## src/rtl/pipeline_ctrl_if.sv

```systemverilog
// Stall/exception bus between the pipeline stages, MEM/CP0 and the pipeline controller.
// master = pipeline side driving requests and exception info; slave = controller.
interface pipeline_ctrl_if;
  logic        stallreq_if;
  logic        stallreq_id;
  logic        stallreq_ex;
  logic        stallreq_mem;
  logic [31:0] exc_type_i;
  logic [31:0] exc_pc_i;
  logic        exc_in_delayslot_i;
  logic [31:0] cp0_epc_i;
  logic [5:0]  stall_o;
  logic        flush_o;
  logic [31:0] new_pc_o;
  logic        epc_wr_o;
  logic [31:0] epc_o;
  logic [4:0]  cause_code_o;
  logic        stall_timeout_o;

  modport master (
    output stallreq_if, stallreq_id, stallreq_ex, stallreq_mem,
    output exc_type_i, exc_pc_i, exc_in_delayslot_i, cp0_epc_i,
    input  stall_o, flush_o, new_pc_o, epc_wr_o, epc_o, cause_code_o, stall_timeout_o
  );

  modport slave (
    input  stallreq_if, stallreq_id, stallreq_ex, stallreq_mem,
    input  exc_type_i, exc_pc_i, exc_in_delayslot_i, cp0_epc_i,
    output stall_o, flush_o, new_pc_o, epc_wr_o, epc_o, cause_code_o, stall_timeout_o
  );
endinterface

```

## src/rtl/pipeline_ctrl.sv

```systemverilog
// Pipeline controller: merges stage stall requests, sequences exception/ERET redirects
// (freeze, then flush with new PC and EPC/cause capture) and runs a stall watchdog.
module pipeline_ctrl #(
  parameter logic [31:0] EXC_VECTOR    = 32'h8000_0180,
  parameter int unsigned FLUSH_CYCLES  = 1,
  parameter int unsigned STALL_TIMEOUT = 1024
) (
  input logic              clk,
  input logic              rst,
  pipeline_ctrl_if.slave   bus
);

  localparam int unsigned FcW = (FLUSH_CYCLES > 1) ? $clog2(FLUSH_CYCLES) : 1;
  localparam int unsigned WdW = $clog2(STALL_TIMEOUT + 1);
  localparam logic [WdW-1:0] WdMax = WdW'(STALL_TIMEOUT);

  typedef enum logic [0:0] {StRun, StFlush} state_e;

  state_e         state_q;
  logic [FcW-1:0] flush_cnt_q;
  logic [WdW-1:0] wd_cnt_q;
  logic [WdW-1:0] wd_inc;
  logic           flush_q;
  logic [31:0]    new_pc_q;
  logic           epc_wr_q;
  logic [31:0]    epc_q;
  logic [4:0]     cause_q;
  logic           timeout_q;

  logic exc_inv, exc_sys, exc_eret, exc_any, any_req;
  logic [5:0] stall;

  assign exc_inv  = bus.exc_type_i[9];
  assign exc_sys  = bus.exc_type_i[8];
  assign exc_eret = bus.exc_type_i[12];
  assign exc_any  = exc_inv | exc_sys | exc_eret;
  assign any_req  = bus.stallreq_if | bus.stallreq_id | bus.stallreq_ex | bus.stallreq_mem;
  assign wd_inc   = (wd_cnt_q == WdMax) ? wd_cnt_q : wd_cnt_q + 1'b1;

  // Deepest requesting stage wins; an exception freezes everything while it is latched.
  always_comb begin
    stall = 6'b000000;
    if (state_q == StRun) begin
      if (exc_any)               stall = 6'b111111;
      else if (bus.stallreq_mem) stall = 6'b011111;
      else if (bus.stallreq_ex)  stall = 6'b001111;
      else if (bus.stallreq_id)  stall = 6'b000111;
      else if (bus.stallreq_if)  stall = 6'b000011;
    end
  end

  always_ff @(posedge clk) begin
    if (rst) begin
      state_q     <= StRun;
      flush_cnt_q <= '0;
      wd_cnt_q    <= '0;
      flush_q     <= 1'b0;
      new_pc_q    <= 32'd0;
      epc_wr_q    <= 1'b0;
      epc_q       <= 32'd0;
      cause_q     <= 5'd0;
      timeout_q   <= 1'b0;
    end else begin
      unique case (state_q)
        StRun: begin
          epc_wr_q <= 1'b0;
          if (any_req) begin
            wd_cnt_q <= wd_inc;
            if (wd_inc == WdMax) timeout_q <= 1'b1;
          end else begin
            wd_cnt_q <= '0;
          end
          if (exc_any) begin
            state_q     <= StFlush;
            flush_q     <= 1'b1;
            flush_cnt_q <= FcW'(FLUSH_CYCLES - 1);
            if (exc_inv || exc_sys) begin
              new_pc_q <= EXC_VECTOR;
              epc_wr_q <= 1'b1;
              epc_q    <= bus.exc_in_delayslot_i ? bus.exc_pc_i - 32'd4 : bus.exc_pc_i;
              cause_q  <= exc_inv ? 5'd10 : 5'd8;
            end else begin
              new_pc_q <= bus.cp0_epc_i;
            end
          end
        end
        StFlush: begin
          epc_wr_q <= 1'b0;
          wd_cnt_q <= '0;
          if (flush_cnt_q == '0) begin
            state_q <= StRun;
            flush_q <= 1'b0;
          end else begin
            flush_cnt_q <= flush_cnt_q - 1'b1;
          end
        end
        default: state_q <= StRun;
      endcase
    end
  end

  assign bus.stall_o         = stall;
  assign bus.flush_o         = flush_q;
  assign bus.new_pc_o        = new_pc_q;
  assign bus.epc_wr_o        = epc_wr_q;
  assign bus.epc_o           = epc_q;
  assign bus.cause_code_o    = cause_q;
  assign bus.stall_timeout_o = timeout_q;

endmodule

```

## src/flat_wrapper.sv

```systemverilog
// flat-port wrapper written by rule: the top's interface ports become plain ports
module pipeline_ctrl_flat 
#(
  parameter logic [31:0] EXC_VECTOR    = 32'h8000_0180,
  parameter int unsigned FLUSH_CYCLES  = 1,
  parameter int unsigned STALL_TIMEOUT = 1024
)
  (clk, rst, bus_stallreq_if, bus_stallreq_id, bus_stallreq_ex, bus_stallreq_mem, bus_exc_type_i, bus_exc_pc_i, bus_exc_in_delayslot_i, bus_cp0_epc_i, bus_stall_o, bus_flush_o, bus_new_pc_o, bus_epc_wr_o, bus_epc_o, bus_cause_code_o, bus_stall_timeout_o);
  pipeline_ctrl_if bus_i ();
  input logic clk;
  input logic rst;
  input wire logic [$bits(bus_i.stallreq_if)-1:0] bus_stallreq_if;
  input wire logic [$bits(bus_i.stallreq_id)-1:0] bus_stallreq_id;
  input wire logic [$bits(bus_i.stallreq_ex)-1:0] bus_stallreq_ex;
  input wire logic [$bits(bus_i.stallreq_mem)-1:0] bus_stallreq_mem;
  input wire logic [$bits(bus_i.exc_type_i)-1:0] bus_exc_type_i;
  input wire logic [$bits(bus_i.exc_pc_i)-1:0] bus_exc_pc_i;
  input wire logic [$bits(bus_i.exc_in_delayslot_i)-1:0] bus_exc_in_delayslot_i;
  input wire logic [$bits(bus_i.cp0_epc_i)-1:0] bus_cp0_epc_i;
  output wire logic [$bits(bus_i.stall_o)-1:0] bus_stall_o;
  output wire logic [$bits(bus_i.flush_o)-1:0] bus_flush_o;
  output wire logic [$bits(bus_i.new_pc_o)-1:0] bus_new_pc_o;
  output wire logic [$bits(bus_i.epc_wr_o)-1:0] bus_epc_wr_o;
  output wire logic [$bits(bus_i.epc_o)-1:0] bus_epc_o;
  output wire logic [$bits(bus_i.cause_code_o)-1:0] bus_cause_code_o;
  output wire logic [$bits(bus_i.stall_timeout_o)-1:0] bus_stall_timeout_o;
  assign bus_i.stallreq_if = bus_stallreq_if;
  assign bus_i.stallreq_id = bus_stallreq_id;
  assign bus_i.stallreq_ex = bus_stallreq_ex;
  assign bus_i.stallreq_mem = bus_stallreq_mem;
  assign bus_i.exc_type_i = bus_exc_type_i;
  assign bus_i.exc_pc_i = bus_exc_pc_i;
  assign bus_i.exc_in_delayslot_i = bus_exc_in_delayslot_i;
  assign bus_i.cp0_epc_i = bus_cp0_epc_i;
  assign bus_stall_o = bus_i.stall_o;
  assign bus_flush_o = bus_i.flush_o;
  assign bus_new_pc_o = bus_i.new_pc_o;
  assign bus_epc_wr_o = bus_i.epc_wr_o;
  assign bus_epc_o = bus_i.epc_o;
  assign bus_cause_code_o = bus_i.cause_code_o;
  assign bus_stall_timeout_o = bus_i.stall_timeout_o;
  pipeline_ctrl #(.EXC_VECTOR(EXC_VECTOR), .FLUSH_CYCLES(FLUSH_CYCLES), .STALL_TIMEOUT(STALL_TIMEOUT)) u_core (.clk(clk), .rst(rst), .bus(bus_i));
endmodule
```

## config.mk

```make
export PLATFORM = sky130hd
export DESIGN_NAME = pipeline_ctrl_flat
export DESIGN_NICKNAME = d
export VERILOG_FILES = /design/src/rtl/pipeline_ctrl_if.sv /design/src/rtl/pipeline_ctrl.sv /design/src/flat_wrapper.sv
export SDC_FILE = /design/constraint.sdc
export NUM_CORES = 1
export LEC_CHECK = 0
export CORE_MARGIN = 4
export CORE_UTILIZATION = 44
export DETAILED_ROUTE_END_ITERATION = 10
export GPL_TIMING_DRIVEN = 0
export HOLD_SLACK_MARGIN = 0.03
export MAX_ROUTING_LAYER = met4
export PLACE_DENSITY_LB_ADDON = 0.1
export SYNTH_ARGS = -nofsm -noshare
export SYNTH_HDL_FRONTEND = slang
export SYNTH_SLANG_ARGS = --single-unit
```

## constraint.sdc

```tcl
create_clock -name clk -period 4.79 [get_ports clk]
set_input_delay 0.958 -clock clk [delete_from_list [all_inputs] [get_ports clk]]
set_output_delay 0.958 -clock clk [all_outputs]
set_load 0.01 [all_outputs]
```

==> run summary <==
origin of the critical flop-to-flop path -> u_core.wd_cnt_q[0]$_SDFF_PP0_
largest buffer count on any clock path -> 2
category of the most critical setup path -> input pin to output pin
overflow left after global routing -> 0
Post-Route M1 WL -> 4720 µm
Vias/cell -> 5.39
Sinks on Clock Net -> 81
total inserted antenna cells -> 0
commonest non-fill, non-tap cell in the layout -> clkdlybuf4s50_1
layout cell share with drive strength beyond 1 -> 6.47%
worst-path cell with the longest stage delay -> clkdlybuf4s50_1
total negative slack -> 0 ns
Peak supply drop -> 149 µV
Synth-to-Final Area Change -> 48.4%
First-pass DRT Iterations -> 4
depth of the worst register-to-register path -> 7
critical path, cell by cell -> clkdlybuf4s50_1 -> or3_1 -> nand2b_1 -> clkbuf_1 -> inv_2 -> buf_1 -> clkdlybuf4s50_1
hold path startpoint -> u_core.bus.epc_o[1]$_SDFFE_PP0P_
initial drt markers -> 146
sequential cell area fraction in the yosys report -> 43.2%
highest net fanout along the worst path -> 10
half-perimeter wire length after detailed placement -> 8410 µm
total number of vias -> 3897
Final #Nets -> 719
Chip Width -> 100 µm
overall die area -> 10100 µm²
clock transition at the register clock pins on the worst setup and hold paths after CTS -> 0.08 ns
worst stage delay on the critical path -> 0.55 ns
kind of end point of the critical path -> output pin
flip-flop and latch count after synthesis -> 81
antenna violations before repair -> 0
area inside the core boundary -> 8260 µm²
Hold Vio Cnt, Final -> 0
vertical extent of the die -> 100 µm
result of the run -> finished, final reports clean
remaining routing DRC violations -> 0
DRT Wirelength -> 11000 µm
hold bufs inserted after CTS -> 0
max_cap viols -> 0
H-tree depth reported by CTS -> 3
placer's final routability congestion estimate -> 0.894
routed length on met3 -> 704 µm
CP most frequent cell -> clkdlybuf4s50_1
post-placement cell count -> 707
period utilization -> 87.6%
required time reported for the critical path endpoint -> 3.83 ns
# rows -> 33
ANT nets after route -> 0
vias in the first global route -> 3662
PortBufs -> 146
number of buffers created by CTS -> 9
clock network latency to the later pin of the worst-skew pair -> 0.36 ns
number of setup violations in the final report -> 0
distinct cell type count of the synthesized netlist -> 47
worst hold stages -> 2
DR WL met2 -> 5310 µm
power density over cell area -> 288 nW/µm²
Final Non-Filler Cells -> 723
warnings from Yosys -> 0
commonest cells after routing, fill and taps aside -> 146 x clkdlybuf4s50_1, 81 x dfxtp_1, 50 x a21oi_1
Data arrival, critical path -> 3.24 ns
total leakage power -> 1.90 nW
slew at the pin closest to its max-slew limit -> 0.671 ns
average detailed-routed wire length per instance -> 15.3 µm
worst clock skew on the final layout -> 0.0159 ns
number of pins with negative max-slew slack in the final report -> 0
global-route usage over all layers -> 22.4%
HP Class -> flip-flop to flip-flop
final critical-path required period -> 4.20 ns
maximum number of pins on one net before global-route repair -> 15
CTS Root Cell -> clkbuf_8
kind of launch point of the worst setup path -> input pin
setup repair after global routing missed its margin -> false
Slew HR -> 55.2%
wire length of the first global-routing pass -> 17700 µm
Crit. Startpoint -> bus_exc_type_i[9]
synthesized area divided by synthesized cell count -> 8.28 µm²
post-synthesis cell area -> 3760 µm²
fmax -> 0.238 GHz
Initial Utilization -> 45.5%
# IOs -> 181
TritonCTS clock tree -> built
Resized cells post-CTS -> 0
top metal layer carrying routed signals -> met4
Gate Count Post-Synth -> 454
number of buffers inserted by post-CTS setup repair -> 0
==> cells by family after synthesis <==
logic type,share of synthesized area [%]
xor+xnor,7.46
buf+inv,6.26
compound gates,16.0
flops,43.2
fa+ha+maj,0.999
simple gates,25.8
other cells,0.0998
mux,0.266
==> state kept, by name (all words and copies together) (netlist names) <==
register and flops:
u_core.bus.cause_code_o 2, u_core.bus.epc_o 32, u_core.bus.epc_wr_o 1, u_core.bus.flush_o 1
u_core.bus.new_pc_o 32, u_core.bus.stall_timeout_o 1, u_core.state_q 1, u_core.wd_cnt_q 11
==> worst max-delay path: cells and delay by family <==
family	cells	cell delay, ns
buffers and inverters	5	1.70
AND/OR/NAND/NOR	2	0.58
==> power by group <==
part,internal (mW),switching (mW)
clock,0.297,0.255
sequential,0.713,0.0217
combinational,0.171,0.150
==> cells in the mapped netlist (all sizes together) <==
cell type / count / share of area [%]
a32o: 1 / 0.27
nand2b: 5 / 0.83
a22oi: 6 / 1.2
ha: 3 / 1.0
and4bb: 1 / 0.33
o31ai: 3 / 0.60
xnor2: 22 / 5.1
mux2i: 1 / 0.27
nand3b: 1 / 0.20
a211oi: 9 / 1.8
or4: 4 / 0.80
buf: 11 / 2.0
or2: 4 / 0.67
o211ai: 1 / 0.20
inv: 8 / 0.80
a21oi: 50 / 6.7
nor4: 6 / 1.2
a31oi: 5 / 0.83
or4b: 1 / 0.37
xor2: 10 / 2.3
a211o: 1 / 0.23
nand4: 6 / 1.0
nor4bb: 1 / 0.27
clkbuf: 24 / 3.5
nand2: 37 / 3.7
a221oi: 1 / 0.23
o41ai: 1 / 0.23
o21ai: 25 / 3.3
or3: 15 / 2.5
nor3b: 2 / 0.40
and3: 1 / 0.17
nor3: 25 / 4.0
o21a: 2 / 0.40
nor2: 44 / 4.5
nand3: 33 / 4.4
nor4b: 2 / 0.47
dfxtp: 81 / 43
conb: 1 / 0.10
==> area by class of cell <==
type / instances / area [µm²]
fill: 717 / 2680
multi-input combinational: 332 / 1910
sequential: 81 / 1620
timing repair buffer: 146 / 1460
buffer: 35 / 205
tap: 105 / 131
clock buffer: 10 / 128
clock inverter: 6 / 91.3
inverter: 8 / 30.0
==> through the flow <==
step                power [mW]  hold WS [ns]  util [%]  instance area (µm²)  setup WS (ns)
floorplan                0.882         0.473         -                 3760           1.86
global placement          1.06         0.438      64.9                 5360          0.636
detailed placement        1.07         0.444      64.9                 5360          0.633
CTS                       1.62         0.457      67.5                 5580          0.619
global route              1.68         0.479      67.5                 5580          0.481
finish                    1.61         0.456      67.5                 5580          0.593
==> final timing paths <==
path / slack (ns) / end
max: 0.59 / bus_stall_o[5]
min: 0.46 / u_core.bus.epc_o[1]$_SDFFE_PP0P_
max reg2reg: 2.55 / u_core.bus.stall_timeout_o$_SDFFE_PP0P_
min reg2reg: 0.46 / u_core.bus.epc_o[1]$_SDFFE_PP0P_
==> layer usage <==
metal	GRT usage, %	vias to the layer above
met2	35.3	140
met1	27.9	1819
met3	4.52	24
li1	-	1914
met4	9.74	0
met5	-	-
Note: power is estimated with default switching activity, not from simulation.
